$ cat config.mk
export PLATFORM = sky130hd
export DESIGN_NAME = fft_frame_arbiter
export DESIGN_NICKNAME = d
export VERILOG_FILES = /design/src/rtl/fft_frame_arbiter.sv
export SDC_FILE = /design/constraint.sdc
export NUM_CORES = 1
export LEC_CHECK = 0
export ABC_AREA = 1
export BUFFER_PORTS_ARGS = -buffer_cell sky130_fd_sc_hd__buf_4
export CORE_AREA = 2 2 81 83
export DETAILED_ROUTE_END_ITERATION = 16
export DIE_AREA = 0 0 83 85
export PLACE_DENSITY = 0.77
export SYNTH_ARGS = -nofsm -noshare
export SYNTH_HDL_FRONTEND = slang
export SYNTH_SLANG_ARGS = --single-unit
$ cat constraint.sdc
create_clock -name clk -period 2.2 [get_ports clk]
set_input_delay 0.33 -clock clk [delete_from_list [all_inputs] [get_ports clk]]
set_output_delay 0.33 -clock clk [all_outputs]
set_load 0.005 [all_outputs]
$ cat src/rtl/fft_frame_arbiter.sv
// Two-requester frame arbiter in front of a shared streaming FFT core.
// Whole frames are granted and their results are routed back by a tag FIFO.
// Define FFT_ARB_FIXED_PRIO_EN to make channel 0 win every tie; otherwise ties alternate.
module fft_frame_arbiter #(
  parameter int unsigned WIDTH        = 16,
  parameter int unsigned FRAME_LEN    = 16,
  parameter int unsigned MAX_INFLIGHT = 4
) (
  input  logic             clk,
  input  logic             reset,
  input  logic             ch0_push,
  input  logic [WIDTH-1:0] ch0_real,
  input  logic [WIDTH-1:0] ch0_imag,
  output logic             ch0_stall,
  input  logic             ch1_push,
  input  logic [WIDTH-1:0] ch1_real,
  input  logic [WIDTH-1:0] ch1_imag,
  output logic             ch1_stall,
  output logic             fft_push,
  output logic [WIDTH-1:0] fft_real,
  output logic [WIDTH-1:0] fft_imag,
  input  logic             fft_stall,
  input  logic             fft_out_push,
  input  logic [WIDTH-1:0] fft_out_real,
  input  logic [WIDTH-1:0] fft_out_imag,
  output logic             fft_out_stall,
  output logic             out0_push,
  output logic [WIDTH-1:0] out0_real,
  output logic [WIDTH-1:0] out0_imag,
  input  logic             out0_stall,
  output logic             out1_push,
  output logic [WIDTH-1:0] out1_real,
  output logic [WIDTH-1:0] out1_imag,
  input  logic             out1_stall,
  output logic [2:0]       inflight
);

  localparam int unsigned CNT_W = (FRAME_LEN > 1) ? $clog2(FRAME_LEN) : 1;
  localparam int unsigned PTR_W = (MAX_INFLIGHT > 1) ? $clog2(MAX_INFLIGHT) : 1;
  localparam logic [CNT_W-1:0] LAST_BEAT = CNT_W'(FRAME_LEN - 1);
  localparam logic [PTR_W-1:0] LAST_PTR  = PTR_W'(MAX_INFLIGHT - 1);
  localparam logic [2:0]       MAX_CNT   = 3'(MAX_INFLIGHT);

  typedef enum logic [1:0] {
    IDLE   = 2'd0,
    GRANT0 = 2'd1,
    GRANT1 = 2'd2
  } state_t;

  state_t                  r_state;
  logic [CNT_W-1:0]        r_in_cnt;
  logic [CNT_W-1:0]        r_out_cnt;
  logic [MAX_INFLIGHT-1:0] r_tag_mem;
  logic [PTR_W-1:0]        r_wr_ptr;
  logic [PTR_W-1:0]        r_rd_ptr;
  logic [2:0]              r_count;

  logic w_grant_valid;
  logic w_grant_ch;
  logic w_in_active;
  logic w_sel1;
  logic w_in_push;
  logic w_in_fire;
  logic w_tag_valid;
  logic w_tag_head;
  logic w_sel_stall;
  logic w_out_fire;
  logic w_pop;

  // Grant only from IDLE and only while the tag FIFO has room.
  assign w_grant_valid = (r_state == IDLE) && (r_count < MAX_CNT) && (ch0_push || ch1_push);

`ifdef FFT_ARB_FIXED_PRIO_EN
  assign w_grant_ch = ~ch0_push;
`else
  logic r_last_grant;

  // On a tie, grant whichever channel was not granted last.
  assign w_grant_ch = (ch0_push && ch1_push) ? ~r_last_grant : ch1_push;

  always_ff @(posedge clk or posedge reset) begin
    if (reset) begin
      r_last_grant <= 1'b1;
    end else if (w_grant_valid) begin
      r_last_grant <= w_grant_ch;
    end
  end
`endif

  // Input path: the granted channel is wired straight through to the core.
  assign w_in_active = (r_state != IDLE);
  assign w_sel1      = (r_state == GRANT1);
  assign w_in_push   = w_sel1 ? ch1_push : ch0_push;
  assign w_in_fire   = w_in_active && w_in_push && !fft_stall;

  assign fft_push  = w_in_active && w_in_push;
  assign fft_real  = w_sel1 ? ch1_real : ch0_real;
  assign fft_imag  = w_sel1 ? ch1_imag : ch0_imag;
  assign ch0_stall = (r_state == GRANT0) ? fft_stall : 1'b1;
  assign ch1_stall = (r_state == GRANT1) ? fft_stall : 1'b1;

  always_ff @(posedge clk or posedge reset) begin
    if (reset) begin
      r_state  <= IDLE;
      r_in_cnt <= '0;
    end else begin
      case (r_state)
        IDLE: begin
          if (w_grant_valid) begin
            r_state <= w_grant_ch ? GRANT1 : GRANT0;
          end
        end
        GRANT0, GRANT1: begin
          if (w_in_fire) begin
            if (r_in_cnt == LAST_BEAT) begin
              r_state  <= IDLE;
              r_in_cnt <= '0;
            end else begin
              r_in_cnt <= r_in_cnt + CNT_W'(1);
            end
          end
        end
        default: begin
          r_state  <= IDLE;
          r_in_cnt <= '0;
        end
      endcase
    end
  end

  // Output path: the oldest tag decides which requester receives core results.
  assign w_tag_valid = (r_count != 3'd0);
  assign w_tag_head  = r_tag_mem[r_rd_ptr];
  assign w_sel_stall = w_tag_head ? out1_stall : out0_stall;
  assign w_out_fire  = w_tag_valid && fft_out_push && !w_sel_stall;
  assign w_pop       = w_out_fire && (r_out_cnt == LAST_BEAT);

  assign fft_out_stall = !w_tag_valid || w_sel_stall;
  assign out0_push     = w_tag_valid && !w_tag_head && fft_out_push;
  assign out1_push     = w_tag_valid && w_tag_head && fft_out_push;
  assign out0_real     = fft_out_real;
  assign out0_imag     = fft_out_imag;
  assign out1_real     = fft_out_real;
  assign out1_imag     = fft_out_imag;
  assign inflight      = r_count;

  always_ff @(posedge clk or posedge reset) begin
    if (reset) begin
      r_out_cnt <= '0;
    end else if (w_out_fire) begin
      r_out_cnt <= (r_out_cnt == LAST_BEAT) ? '0 : r_out_cnt + CNT_W'(1);
    end
  end

  // Tag FIFO: push on grant, pop on the last delivered beat of a frame.
  always_ff @(posedge clk or posedge reset) begin
    if (reset) begin
      r_tag_mem <= '0;
      r_wr_ptr  <= '0;
      r_rd_ptr  <= '0;
      r_count   <= 3'd0;
    end else begin
      if (w_grant_valid) begin
        r_tag_mem[r_wr_ptr] <= w_grant_ch;
        r_wr_ptr            <= (r_wr_ptr == LAST_PTR) ? '0 : r_wr_ptr + PTR_W'(1);
      end
      if (w_pop) begin
        r_rd_ptr <= (r_rd_ptr == LAST_PTR) ? '0 : r_rd_ptr + PTR_W'(1);
      end
      case ({w_grant_valid, w_pop})
        2'b10:   r_count <= r_count + 3'd1;
        2'b01:   r_count <= r_count - 3'd1;
        default: r_count <= r_count;
      endcase
    end
  end

endmodule

==> results of run 1 <==
-- cells in the mapped netlist --
cell type	count
sky130_fd_sc_hd__a21oi_1	3
sky130_fd_sc_hd__a21oi_4	1
sky130_fd_sc_hd__buf_2	1
sky130_fd_sc_hd__buf_4	65
sky130_fd_sc_hd__clkbuf_1	5
sky130_fd_sc_hd__dfrtp_1	21
sky130_fd_sc_hd__dfstp_2	1
sky130_fd_sc_hd__fa_1	1
sky130_fd_sc_hd__ha_1	11
sky130_fd_sc_hd__inv_1	26
sky130_fd_sc_hd__inv_2	4
sky130_fd_sc_hd__inv_4	1
sky130_fd_sc_hd__nand2_1	132
sky130_fd_sc_hd__nand2_2	4
sky130_fd_sc_hd__nand2_4	3
sky130_fd_sc_hd__nand3_1	8
sky130_fd_sc_hd__nand3_2	4
sky130_fd_sc_hd__nand4_1	5
sky130_fd_sc_hd__nor2_1	4
sky130_fd_sc_hd__nor2_2	1
sky130_fd_sc_hd__nor3_1	1
sky130_fd_sc_hd__o21ai_0	4
sky130_fd_sc_hd__o21ai_1	13
sky130_fd_sc_hd__o21ai_2	3
sky130_fd_sc_hd__or2_1	2
sky130_fd_sc_hd__or2_2	1
sky130_fd_sc_hd__xnor2_1	2
sky130_fd_sc_hd__xor2_1	3
-- layout by cell type (no fill, tap or decap), types with 2 or more instances in the layout --
cell,instances
sky130_fd_sc_hd__nand2_4,3
sky130_fd_sc_hd__nand2_1,132
sky130_fd_sc_hd__o21ai_0,3
sky130_fd_sc_hd__clkbuf_8,4
sky130_fd_sc_hd__o21ai_1,14
sky130_fd_sc_hd__dfrtp_1,20
sky130_fd_sc_hd__xor2_1,3
sky130_fd_sc_hd__inv_4,2
sky130_fd_sc_hd__nand3_1,7
sky130_fd_sc_hd__nand2_2,4
sky130_fd_sc_hd__a21oi_1,3
sky130_fd_sc_hd__ha_1,11
sky130_fd_sc_hd__inv_1,26
sky130_fd_sc_hd__xnor2_1,2
sky130_fd_sc_hd__nand3_2,5
sky130_fd_sc_hd__or2_1,2
sky130_fd_sc_hd__nor2_1,4
sky130_fd_sc_hd__nand4_1,5
sky130_fd_sc_hd__o21ai_2,3
sky130_fd_sc_hd__buf_4,117
sky130_fd_sc_hd__inv_2,3
-- state kept, by name, indices dropped and copies added, names as in the netlist --
register      cells
r_in_cnt          4
r_out_cnt         4
r_tag_mem         4
inflight          3
r_rd_ptr          2
r_state           2
r_wr_ptr          2
r_last_grant      1
-- routing by layer --
metal | global-route usage | part of all wire
met5 | 0 | 0
met4 | 0.0671 | 0.021
met3 | 0.0798 | 0.14
met2 | 0.262 | 0.49
met1 | 0.166 | 0.35
-- worst reg2reg max path, stage by stage (launching register included) --
cell and delay (ns):
sky130_fd_sc_hd__dfrtp_2 0.45, sky130_fd_sc_hd__nand2_1 0.09, sky130_fd_sc_hd__nand3_2 0.11, sky130_fd_sc_hd__nand2_2 0.10, sky130_fd_sc_hd__nand2_2 0.07, sky130_fd_sc_hd__nand2_4 0.09
sky130_fd_sc_hd__nand3_2 0.09, sky130_fd_sc_hd__inv_1 0.07, sky130_fd_sc_hd__ha_1 0.13, sky130_fd_sc_hd__inv_1 0.07, sky130_fd_sc_hd__fa_2 0.34, sky130_fd_sc_hd__a21oi_1 0.14
sky130_fd_sc_hd__o21ai_1 0.09, sky130_fd_sc_hd__xor2_1 0.14
-- repair_timing --
| item | CTS | global route |
|---|---|---|
| setup buffers | 0 | 2 |
| setup endpoints to repair | 0 | 2 |
| gates resized for setup | 0 | 7 |
-- layout make-up --
cell class,instances,area [um^2],share of cell area
multi-input cells,206,1060,0.382
inverters,31,121,0.0437
clock buffers,4,55.1,0.0198
well taps,77,96.3,0.0347
repair buffers,118,890,0.320
flip-flops and latches,22,553,0.199
-- cell families (layout without fill, tap and decap cells) --
family                   after synthesis  after routing  synth area share
flip-flops                            22             22             0.247
AND/OR/NAND/NOR                      165            165             0.318
AO/OA/AOI/OAI                         24             24            0.0638
buffers and inverters                102            153             0.282
adder cells (fa/ha/maj)               12             12            0.0705
XOR/XNOR                               5              5            0.0196
-- how the worst min path moves through the flow --
stage          cells after the start      endpoint          from
2_1_floorplan                      1   inflight[0]         reset
3_3_place_gp                       2  r_last_grant  r_last_grant
3_5_place_dp                       2  r_last_grant  r_last_grant
4_1_cts                            2  r_out_cnt[2]         reset
5_1_grt                            2  r_out_cnt[2]         reset
6_report                           2  r_out_cnt[2]         reset
-- power groups by stage --
stage,Combinational (mW),Clock [mW],Sequential [mW]
2_1_floorplan,1.11,0,0.693
3_3_place_gp,1.64,0,0.709
3_5_place_dp,1.69,0,0.724
4_1_cts,1.69,0.304,0.717
5_1_grt,1.93,0.323,0.744
6_report,1.70,0.296,0.715
==> impl_results.md, run 1 <==
* Result of the run: complete, no violations
* Largest cells by area after synthesis: sky130_fd_sc_hd__dfrtp_1 (23%), sky130_fd_sc_hd__nand2_1 (22%), sky130_fd_sc_hd__buf_4 (22%), sky130_fd_sc_hd__ha_1 (6.2%), sky130_fd_sc_hd__inv_1 (4.4%)
* Final total power at 2.71 mW
* Via/cell ratio at 4.34
* Switch Pwr at 1.18 mW
* Cts-stage hold buffer count at 0
* DRT iter0 DRCs at 54
* Synthesis-to-finish area growth at 24.2%
* Via count at 1988
* Worst path depth at 13
* Floorplan die width at 83 um
* Setup slack on the worst flop-to-flop path at 0.13 ns
* Final hold violations at 0
* Minimum clock period after layout at 2.07 ns
* Gp weighted congestion at 0.807
* Worst min path class: input port to asynchronous set/reset pin
* Syn Area/Cell at 6.78 um^2
* Count of warnings emitted by yosys at 0
* CP Capture Type: flip-flop
* Drt pass-1 iters at 4
* Routed WL per cell at 12.4 um
* I/O pin count at 209
* Crit path setup slack, layout at 0.131 ns
* TritonCTS buffer count at 3
* Total negative setup slack at 0 ns
* Buffer type at the clock tree root: sky130_fd_sc_hd__clkbuf_8
* Number of non-filler instances in the completed layout at 458
* Area of the mapped netlist at 2240 um^2
* Antenna violations before repair at 0
* Worst clock skew on the final layout at 0.00123 ns
* Max Root-Sink Buffers at 2
* Clock tree from TritonCTS: yes
* Util after Layout at 0.448
* DP HPWL at 4780 um
* Largest stage delay on the critical path at 0.45 ns
* Type of element launching the critical path: flip-flop
* Fill cell instance count of the final layout at 613
* Final setup violation count at 0
* Global router's overall resource usage at 0.156
* Post-Place Cell Area at 2690 um^2
* Critical Path, Cell by Cell: nand2_1 > nand3_2 > nand2_2 > nand2_2 > nand2_4 > nand3_2 > inv_1 > ha_1 > inv_1 > fa_2 > a21oi_1 > o21ai_1 > xor2_1
* Slowest library cell on the worst path: sky130_fd_sc_hd__dfrtp_2
* Global-route wire length before repair at 9160 um
* Row Count at 29
* Part of the cycle the worst path needs at 0.940
* Share of power burned in registers at 0.263
* Cell taking the most area after synthesis: sky130_fd_sc_hd__dfrtp_1
* Antenna Nets Post-Route at 0
* Die footprint at 7060 um^2
* Portion of synthesized cell area occupied by the leading cell type at 0.235
* Routed wire length at 5690 um
* Max IR drop VDD at 0.000343 V
* Power share of the clock group at 0.109
* Initial Util at 0.361
* Number of global-route vias before repair at 2048
* Worst setup slack after placement at 0.0388 ns
* Pin count of the biggest net entering global routing at 35
* Chip height at 85 um
* First element of the critical path: r_rd_ptr[0]
* Pin slew with the least headroom to its limit at 0.828 ns
* Synthesized flop and latch total at 22
* Critical R2R Capture: inflight[2]
* Total global routing overflow at 0
* Leakage power at 1.58 nW
* Internal Power at 1.54 mW
* Worst endpoint data arrival time at 2.22 ns
* Synthesized net count at 446
* Area inside the core boundary at 6200 um^2
* Max Transition Viols Final at 0
* Buffers added on ports at 112
* Placed cell count at 452
* DRC viols at 0
* Required @ worst endpoint at 2.35 ns
* Number of cells on the worst reg-to-reg path at 13
* Combinational fraction of design power at 0.627
* CTS H-Tree Depth at 1
* Worst hold slack across all endpoints at 0.230 ns
* Post-Synthesis Cells at 330
* Nets at 498
* Clk pin slew, worst setup/hold paths at 0.08 ns
* Max FO, Critical Path at 6
* Switching power share of the total at 0.434
* Source of the worst register-to-register timing path: r_rd_ptr[0]
* Crit Path Class: flip-flop to flip-flop
* Post-route cell area at 2780 um^2
* Dominant delay contributor by cell family on the critical path: simple AND/OR/NAND/NOR gates
* Clock insertion delay at the later pin of the skew report at 0.26 ns
* Share of post-route cells with drive strength above 1 at 0.388
* Critical path capture point: inflight[2]
* Buffers plus inverters on the worst setup path at 2
* Sequential area share after synthesis at 0.247
* Unrepaired setup endpoints after global routing: no
* Antenna cell count at 0
* Number of max-cap violations at 0
* Worst slew margin at 0.448
* Number of distinct standard cells referenced by the synthesized netlist at 28
* Power per cell area at 977 nW/um^2
* Fmax at 483 MHz
* Num Clock Sinks at 22
Power figures use the tool's default switching activity.
==> run 2, diff against run 1 <==
==> config.mk (replaced) <==
export PLATFORM = sky130hd
export DESIGN_NAME = fft_frame_arbiter
export DESIGN_NICKNAME = d
export VERILOG_FILES = /design/src/rtl/fft_frame_arbiter.sv
export SDC_FILE = /design/constraint.sdc
export NUM_CORES = 1
export LEC_CHECK = 0
export BUFFER_PORTS_ARGS = -buffer_cell sky130_fd_sc_hd__buf_4
export CORE_AREA = 2 2 82 84
export DETAILED_ROUTE_END_ITERATION = 16
export DIE_AREA = 0 0 84 86
export PLACE_DENSITY = 0.74
export SYNTH_ARGS = -nofsm -noshare
export SYNTH_HDL_FRONTEND = slang
export SYNTH_SLANG_ARGS = --single-unit
==> impl_results.md, run 2 <==
* Worst clock skew on the final layout at 0.00239 ns (+0.00116 ns)
* Nets at 396 (-20%)
* Library cell with the highest instance count after synthesis: sky130_fd_sc_hd__buf_4
* Largest cells by area after synthesis: sky130_fd_sc_hd__dfrtp_1 (25%), sky130_fd_sc_hd__buf_4 (23%), sky130_fd_sc_hd__mux2_2 (17%), sky130_fd_sc_hd__ha_1 (6.5%), sky130_fd_sc_hd__nand2_1 (2.3%)
* Num Clock Sinks at 22 (unchanged)
* Max IR drop VDD at 0.000687 V (+100%)
* Synthesis-to-finish area growth at 27.8%
* Final total power at 2.67 mW (-1.5%)
* Antenna violations before repair at 0 (unchanged)
* Worst min path class: input port to asynchronous set/reset pin
* Number of distinct standard cells referenced by the synthesized netlist at 40 (+43%)
* Crit path setup slack, layout at -0.0672 ns (-0.198 ns)
* Via/cell ratio at 4.81 (+11%)
* Synthesized flop and latch total at 22 (unchanged)
* Number of non-filler instances in the completed layout at 356 (-22%)
* Routed wire length at 6390 um (+12%)
* Global-route wire length before repair at 9440 um (+3.1%)
* Type of element launching the critical path: flip-flop
* Pin count of the biggest net entering global routing at 34 (-2.9%)
* Antenna cell count at 0 (unchanged)
* CP Capture Type: flip-flop
* Syn Area/Cell at 9.64 um^2 (+42%)
* DP HPWL at 5440 um (+14%)
* TritonCTS buffer count at 3 (unchanged)
* Required @ worst endpoint at 2.38 ns (+0.03 ns)
* Initial Util at 0.339 (-0.0211)
* Max FO, Critical Path at 2 (-4)
* Crit Path Class: flip-flop to flip-flop
* DRT iter0 DRCs at 43 (-20%)
* Result of the run: finished, violations left
* Most frequent cells in the layout: sky130_fd_sc_hd__buf_4 (122), sky130_fd_sc_hd__mux2_2 (32), sky130_fd_sc_hd__dfrtp_1 (21), sky130_fd_sc_hd__nand2_1 (13), sky130_fd_sc_hd__ha_1 (10)
* Count of warnings emitted by yosys at 0 (unchanged)
* Leading cell type in the layout, fill and taps excluded: sky130_fd_sc_hd__buf_4
* Chip height at 86 um (+1.2%)
* Worst setup slack after placement at -0.142 ns (-0.181 ns)
* Routed WL per cell at 17.9 um (+44%)
* Max Root-Sink Buffers at 2 (unchanged)
* Leading registers by flop count: r_in_cnt: 4 flops, r_out_cnt: 4 flops, r_tag_mem: 4 flops
* Largest stage delay on the critical path at 0.58 ns (+0.13 ns)
* Leakage power at 1.33 nW (-16%)
* Post-synth ARST share at 1.00 (unchanged)
* Portion of synthesized cell area occupied by the leading cell type at 0.247 (+0.0117)
* Clock insertion delay at the later pin of the skew report at 0.25 ns (about the same)
* Fill cell instance count of the final layout at 630 (+2.8%)
* Fmax at 441 MHz (-8.7%)
* Unrepaired setup endpoints after global routing: yes
* Violated checks: negative setup slack
* Total global routing overflow at 0 (unchanged)
* Cts-stage hold buffer count at 0 (unchanged)
* Final hold violations at 0 (unchanged)
* Worst hold slack across all endpoints at 0.240 ns (+0.0102 ns)
* Part of the cycle the worst path needs at 1.03 (+0.0901)
* Max Transition Viols Final at 0 (unchanged)
* Area inside the core boundary at 6280 um^2 (+1.2%)
* Commonest register cell after synthesis: sky130_fd_sc_hd__dfrtp_1
* Global router's overall resource usage at 0.169 (+0.0126)
* Floorplan die width at 84 um (+1.2%)
* Pin slew with the least headroom to its limit at 0.836 ns (+0.00861 ns)
* Gp weighted congestion at 0.816 (+1.1%)
* Buffers added on ports at 112 (unchanged)
* Number of global-route vias before repair at 1759 (-14%)
* Clock tree from TritonCTS: yes
* Power per cell area at 982 nW/um^2 (+0.52%)
* DRC viols at 0 (unchanged)
* Clk pin slew, worst setup/hold paths at 0.08 ns (about the same)
* Worst slew margin at 0.442 (-0.00575)
* Area of the mapped netlist at 2130 um^2 (-4.8%)
* Post-Synthesis Cells at 221 (-33%)
* Die footprint at 7220 um^2 (+2.4%)
* Via count at 1711 (-14%)
* CTS H-Tree Depth at 1 (unchanged)
* Placed cell count at 349 (-23%)
* Slowest library cell on the worst path: sky130_fd_sc_hd__mux4_2
* Number of max-cap violations at 0 (unchanged)
* Most frequent cells after synthesis: sky130_fd_sc_hd__buf_4 (64), sky130_fd_sc_hd__mux2_2 (32), sky130_fd_sc_hd__dfrtp_1 (21), sky130_fd_sc_hd__nand2_1 (13), sky130_fd_sc_hd__ha_1 (11)
* Row Count at 29 (unchanged)
* I/O pin count at 209 (unchanged)
* Number of flops mapped to enable cells by yosys at 0 (unchanged)
* Cell taking the most area after synthesis: sky130_fd_sc_hd__dfrtp_1
* Minimum clock period after layout at 2.27 ns (+0.198 ns)
* Antenna Nets Post-Route at 0 (unchanged)
* Synthesized net count at 337 (-24%)
* Final setup violation count at 1 (+1)
* Critical Path, Cell by Cell: mux4_2 > mux2i_4 > nand2_2 > inv_2 > ha_4 > inv_2 > fa_2 > xor2_1 > nor2_1 > xor2_1
* Worst endpoint data arrival time at 2.45 ns (+0.23 ns)
* Drt pass-1 iters at 4 (unchanged)
* Setup slack on the worst flop-to-flop path at -0.07 ns (-0.20 ns)
* Buffer type at the clock tree root: sky130_fd_sc_hd__clkbuf_8
* Share of post-route cells with drive strength above 1 at 0.613 (+0.224)
* Sequential area share after synthesis at 0.259 (+0.0123)
* Util after Layout at 0.434 (-0.0139)
-- run 2: worst paths after layout --
check | startpoint | end | cells after the start
setup / recovery | r_rd_ptr[0] | inflight[2] | 10
hold / removal | reset | r_out_cnt[2] | 2
setup reg to reg | r_rd_ptr[0] | inflight[2] | 10
hold reg to reg | r_tag_mem[3] | r_tag_mem[3] | 1
max in group asynchronous | reset | r_wr_ptr[1] | 2
min in group clk | ch1_push | r_state[0] | 3
-- run 2: logic make-up after synthesis --
| family | count (synthesis) | share of synthesized area |
|---|---|---|
| muxes | 40 | 0.221 |
| buffers and inverters | 79 | 0.252 |
| and+or+nand+nor | 38 | 0.0863 |
| adders and majority gates | 12 | 0.0740 |
| DFF | 22 | 0.259 |
| xor gates and xnor gates | 4 | 0.0164 |
| AOI/OAI and AO/OA | 26 | 0.0910 |
-- run 2: worst max-delay path: cells and delay by family (launching register included) --
family,cells,cell delay [ns]
muxes,2,0.78
adders and majority gates,2,0.45
DFF,1,0.38
xor gates and xnor gates,2,0.29
and+or+nand+nor,2,0.20
buffers and inverters,2,0.09
-- run 2: layout make-up --
cell class	instances	area (um^2)	area share
well taps	77	96.3	0.0354
multi-input cells	120	1060	0.388
clock buffers	4	45.0	0.0165
flip-flops and latches	22	552	0.203
repair buffers	123	936	0.344
inverters	10	37.5	0.0138
-- run 2: power by group --
group          total, mW  switching [mW]  internal (mW)
Sequential         0.777           0.183          0.594
Combinational       1.65           0.700          0.948
Clock              0.249           0.120          0.129
Total               2.67            1.00           1.67
-- run 2: metrics by stage --
step                      cell area (um^2)  setup TNS [ns]
after CTS                             2720         -0.0872
after detailed placement              2660          -0.142
after global placement                2660         -0.0455
after floorplan                       2150          -0.101
final                                 2720         -0.0672
after global routing                  2720          -0.210
-- run 2: layer usage --
layer / vias to the layer above / GRT usage / share of wire
li1: 805 / - / -
met2: 131 / 0.285 / 0.47
met3: 6 / 0.0934 / 0.14
met4: 2 / 0.0264 / 0.0075
met1: 767 / 0.186 / 0.37
met5: - / 0.0629 / 0.010
-- run 2: timing repair --
item / CTS / global route
pin swaps: 2 / 0
setup buffers: 2 / 1
endpoints found under the setup margin: 3 / 3
endpoints found under the hold margin: 0 / 0
resized for setup: 1 / 0
==> run 3, diff against run 2 <==
--- a/config.mk
+++ b/config.mk
@@ -6,10 +6,12 @@
 export NUM_CORES = 1
 export LEC_CHECK = 0
 export BUFFER_PORTS_ARGS = -buffer_cell sky130_fd_sc_hd__buf_4
+export CAP_MARGIN = 20
 export CORE_AREA = 2 2 82 84
 export DETAILED_ROUTE_END_ITERATION = 16
 export DIE_AREA = 0 0 84 86
 export PLACE_DENSITY = 0.74
+export SETUP_SLACK_MARGIN = 0.3
 export SYNTH_ARGS = -nofsm -noshare
 export SYNTH_HDL_FRONTEND = slang
 export SYNTH_SLANG_ARGS = --single-unit
==> impl_results.md, run 3 (synthesized netlist as in run 2, its figures left out) <==
* Result of the run: finished, violations left
* Violated checks: negative setup slack
* Worst slew margin at 0.434 (-0.00744)
* Row Count at 29 (unchanged)
* Number of max-cap violations at 0 (unchanged)
* Minimum clock period after layout at 2.24 ns (-0.0242 ns)
* Global-route wire length before repair at 11200 um (+19%)
* Buffer type at the clock tree root: sky130_fd_sc_hd__clkbuf_8
* Initial Util at 0.339 (unchanged)
* Nets at 417 (+5.3%)
* Buffers added on ports at 112 (unchanged)
* Worst endpoint data arrival time at 2.43 ns (-0.02 ns)
* Util after Layout at 0.546 (+0.112)
* Final total power at 3.73 mW (+39%)
* Total negative setup slack at -0.0451 ns (+0.0221 ns)
* Max IR drop VDD at 0.000918 V (+34%)
* Number of global-route vias before repair at 2015 (+15%)
* Routed WL per cell at 20.2 um (+13%)
* Max FO, Critical Path at 2 (unchanged)
* Antenna cell count at 0 (unchanged)
* Unrepaired setup endpoints after global routing: yes
* Area inside the core boundary at 6280 um^2 (unchanged)
* Buffers plus inverters on the worst setup path at 2 (unchanged)
* Largest stage delay on the critical path at 0.56 ns (-0.02 ns)
* Power per cell area at 1090 nW/um^2 (+11%)
* Via/cell ratio at 4.98 (+3.5%)
* Type of element launching the critical path: flip-flop
* I/O pin count at 209 (unchanged)
* TritonCTS buffer count at 3 (unchanged)
* Clock tree from TritonCTS: yes
* DRT iter0 DRCs at 34 (-21%)
* Leading cell type in the layout, fill and taps excluded: sky130_fd_sc_hd__buf_4
* Setup slack on the worst flop-to-flop path at -0.04 ns (+0.02 ns)
* Leading registers by flop count: r_in_cnt: 4 flops, r_out_cnt: 4 flops, r_tag_mem: 4 flops
* Clk pin slew, worst setup/hold paths at 0.08 ns (about the same)
* Slowest library cell on the worst path: sky130_fd_sc_hd__mux4_2
* Part of the cycle the worst path needs at 1.02 (-0.0110)
* Required @ worst endpoint at 2.39 ns (about the same)
* Pin slew with the least headroom to its limit at 0.848 ns (+0.0111 ns)
* CTS H-Tree Depth at 1 (unchanged)
* Leakage power at 1.69 nW (+27%)
* DP HPWL at 5060 um (-7.1%)
* DRC viols at 0 (unchanged)
* Source of the worst register-to-register timing path: r_rd_ptr[0]
* Max Root-Sink Buffers at 2 (unchanged)
* Die footprint at 7220 um^2 (unchanged)
* Max Transition Viols Final at 0 (unchanged)
* Number of cells on the worst reg-to-reg path at 10 (unchanged)
* Crit path setup slack, layout at -0.0430 ns (+0.0242 ns)
* Pin count of the biggest net entering global routing at 23 (-32%)
* Fmax at 446 MHz (+1.1%)
* Final hold violations at 0 (unchanged)
* Dominant delay contributor by cell family on the critical path: multiplexers
* Drt pass-1 iters at 4 (unchanged)
* Global router's overall resource usage at 0.200 (+0.0314)
* Most frequent cells in the layout: sky130_fd_sc_hd__buf_4 (95), sky130_fd_sc_hd__buf_6 (40), sky130_fd_sc_hd__mux2_4 (36), sky130_fd_sc_hd__dfrtp_1 (21), sky130_fd_sc_hd__nand2_1 (13)
* Routed wire length at 7620 um (+19%)
* Critical Path, Cell by Cell: mux4_2 > mux2i_4 > nand2_2 > inv_2 > ha_4 > inv_2 > fa_2 > xor2_1 > nor2_1 > xor2_1
* Chip height at 86 um (unchanged)
* Total global routing overflow at 0 (unchanged)
* Clock insertion delay at the later pin of the skew report at 0.26 ns (about the same)
* Share of post-route cells with drive strength above 1 at 0.697 (+0.0838)
* Final setup violation count at 2 (+1)
* Synthesis-to-finish area growth at 60.9%
* Critical R2R Capture: inflight[2]
* Crit Path Class: flip-flop to flip-flop
* Worst min path class: input port to asynchronous set/reset pin
* Floorplan die width at 84 um (unchanged)
* Via count at 1876 (+9.6%)
* Antenna violations before repair at 0 (unchanged)
* Gp weighted congestion at 0.856 (+5.0%)
* CP Capture Type: flip-flop
* Antenna Nets Post-Route at 0 (unchanged)
* Worst clock skew on the final layout at 0.00331 ns (+0.000920 ns)
* Num Clock Sinks at 22 (unchanged)
run 3: what timing repair did:
action                                 CTS  global route
cloned                                   4             0
pin swaps                                3             7
buffers inserted                        15             5
gates resized for setup                 83            18
setup endpoints to repair               37            49
endpoints found under the hold margin    0             0
hold buffers                             0             0
run 3: report_power, final:
part	internal, mW	switching, mW	total (mW)
sequential	0.593	0.192	0.785
combinational	1.55	1.01	2.56
clock	0.243	0.136	0.379
total	2.39	1.34	3.73
run 3: worst max-delay path by stage:
stage	endpoint	depth (start not counted)	slack [ns]	startpoint
3_5_place_dp	inflight[2]	10	-0.11	r_rd_ptr[0]
5_1_grt	inflight[2]	10	-0.16	r_rd_ptr[0]
4_1_cts	inflight[2]	10	-0.05	r_rd_ptr[0]
3_3_place_gp	inflight[2]	10	-0.04	r_rd_ptr[0]
2_1_floorplan	inflight[2]	10	-0.09	r_rd_ptr[0]
6_report	inflight[2]	10	-0.04	r_rd_ptr[0]
run 3: area by class of cell:
type | instances | area (um^2)
Timing Repair Buffer | 144 | 1370
Sequential cell | 22 | 552
Inverter | 10 | 37.5
Fill cell | 529 | 2850
Tap cell | 77 | 96.3
Clock inverter | 1 | 30.0
Clock buffer | 3 | 41.3
Multi-Input combinational cell | 120 | 1300
run 3: worst reg2reg max path, stage by stage (launching register included):
cell                      delay (ns)
sky130_fd_sc_hd__dfrtp_1        0.37
sky130_fd_sc_hd__mux4_2         0.56
sky130_fd_sc_hd__mux2i_4        0.20
sky130_fd_sc_hd__nand2_2        0.08
sky130_fd_sc_hd__inv_2          0.06
sky130_fd_sc_hd__ha_4           0.13
sky130_fd_sc_hd__inv_2          0.04
sky130_fd_sc_hd__fa_2           0.33
sky130_fd_sc_hd__xor2_1         0.15
sky130_fd_sc_hd__nor2_1         0.11
sky130_fd_sc_hd__xor2_1         0.15
run 3: per-stage QoR:
stage	worst slack, ns	hold slack, ns	cell area, um^2	instances
after floorplan	-0.0939	0.318	2150	221
after global placement	-0.0377	0.485	2660	349
after detailed placement	-0.106	0.483	2660	349
after CTS	-0.0537	0.272	3310	372
after global routing	-0.162	0.332	3430	377
final	-0.0430	0.237	3430	377
run 3: routing by layer:
layer  part of all wire  vias up  GRT usage
met3               0.15       12      0.133
met2               0.47      149      0.321
met4              0.012        0     0.0337
met5                  0        -          0
met1               0.36      864      0.227
li1                   -      851          -
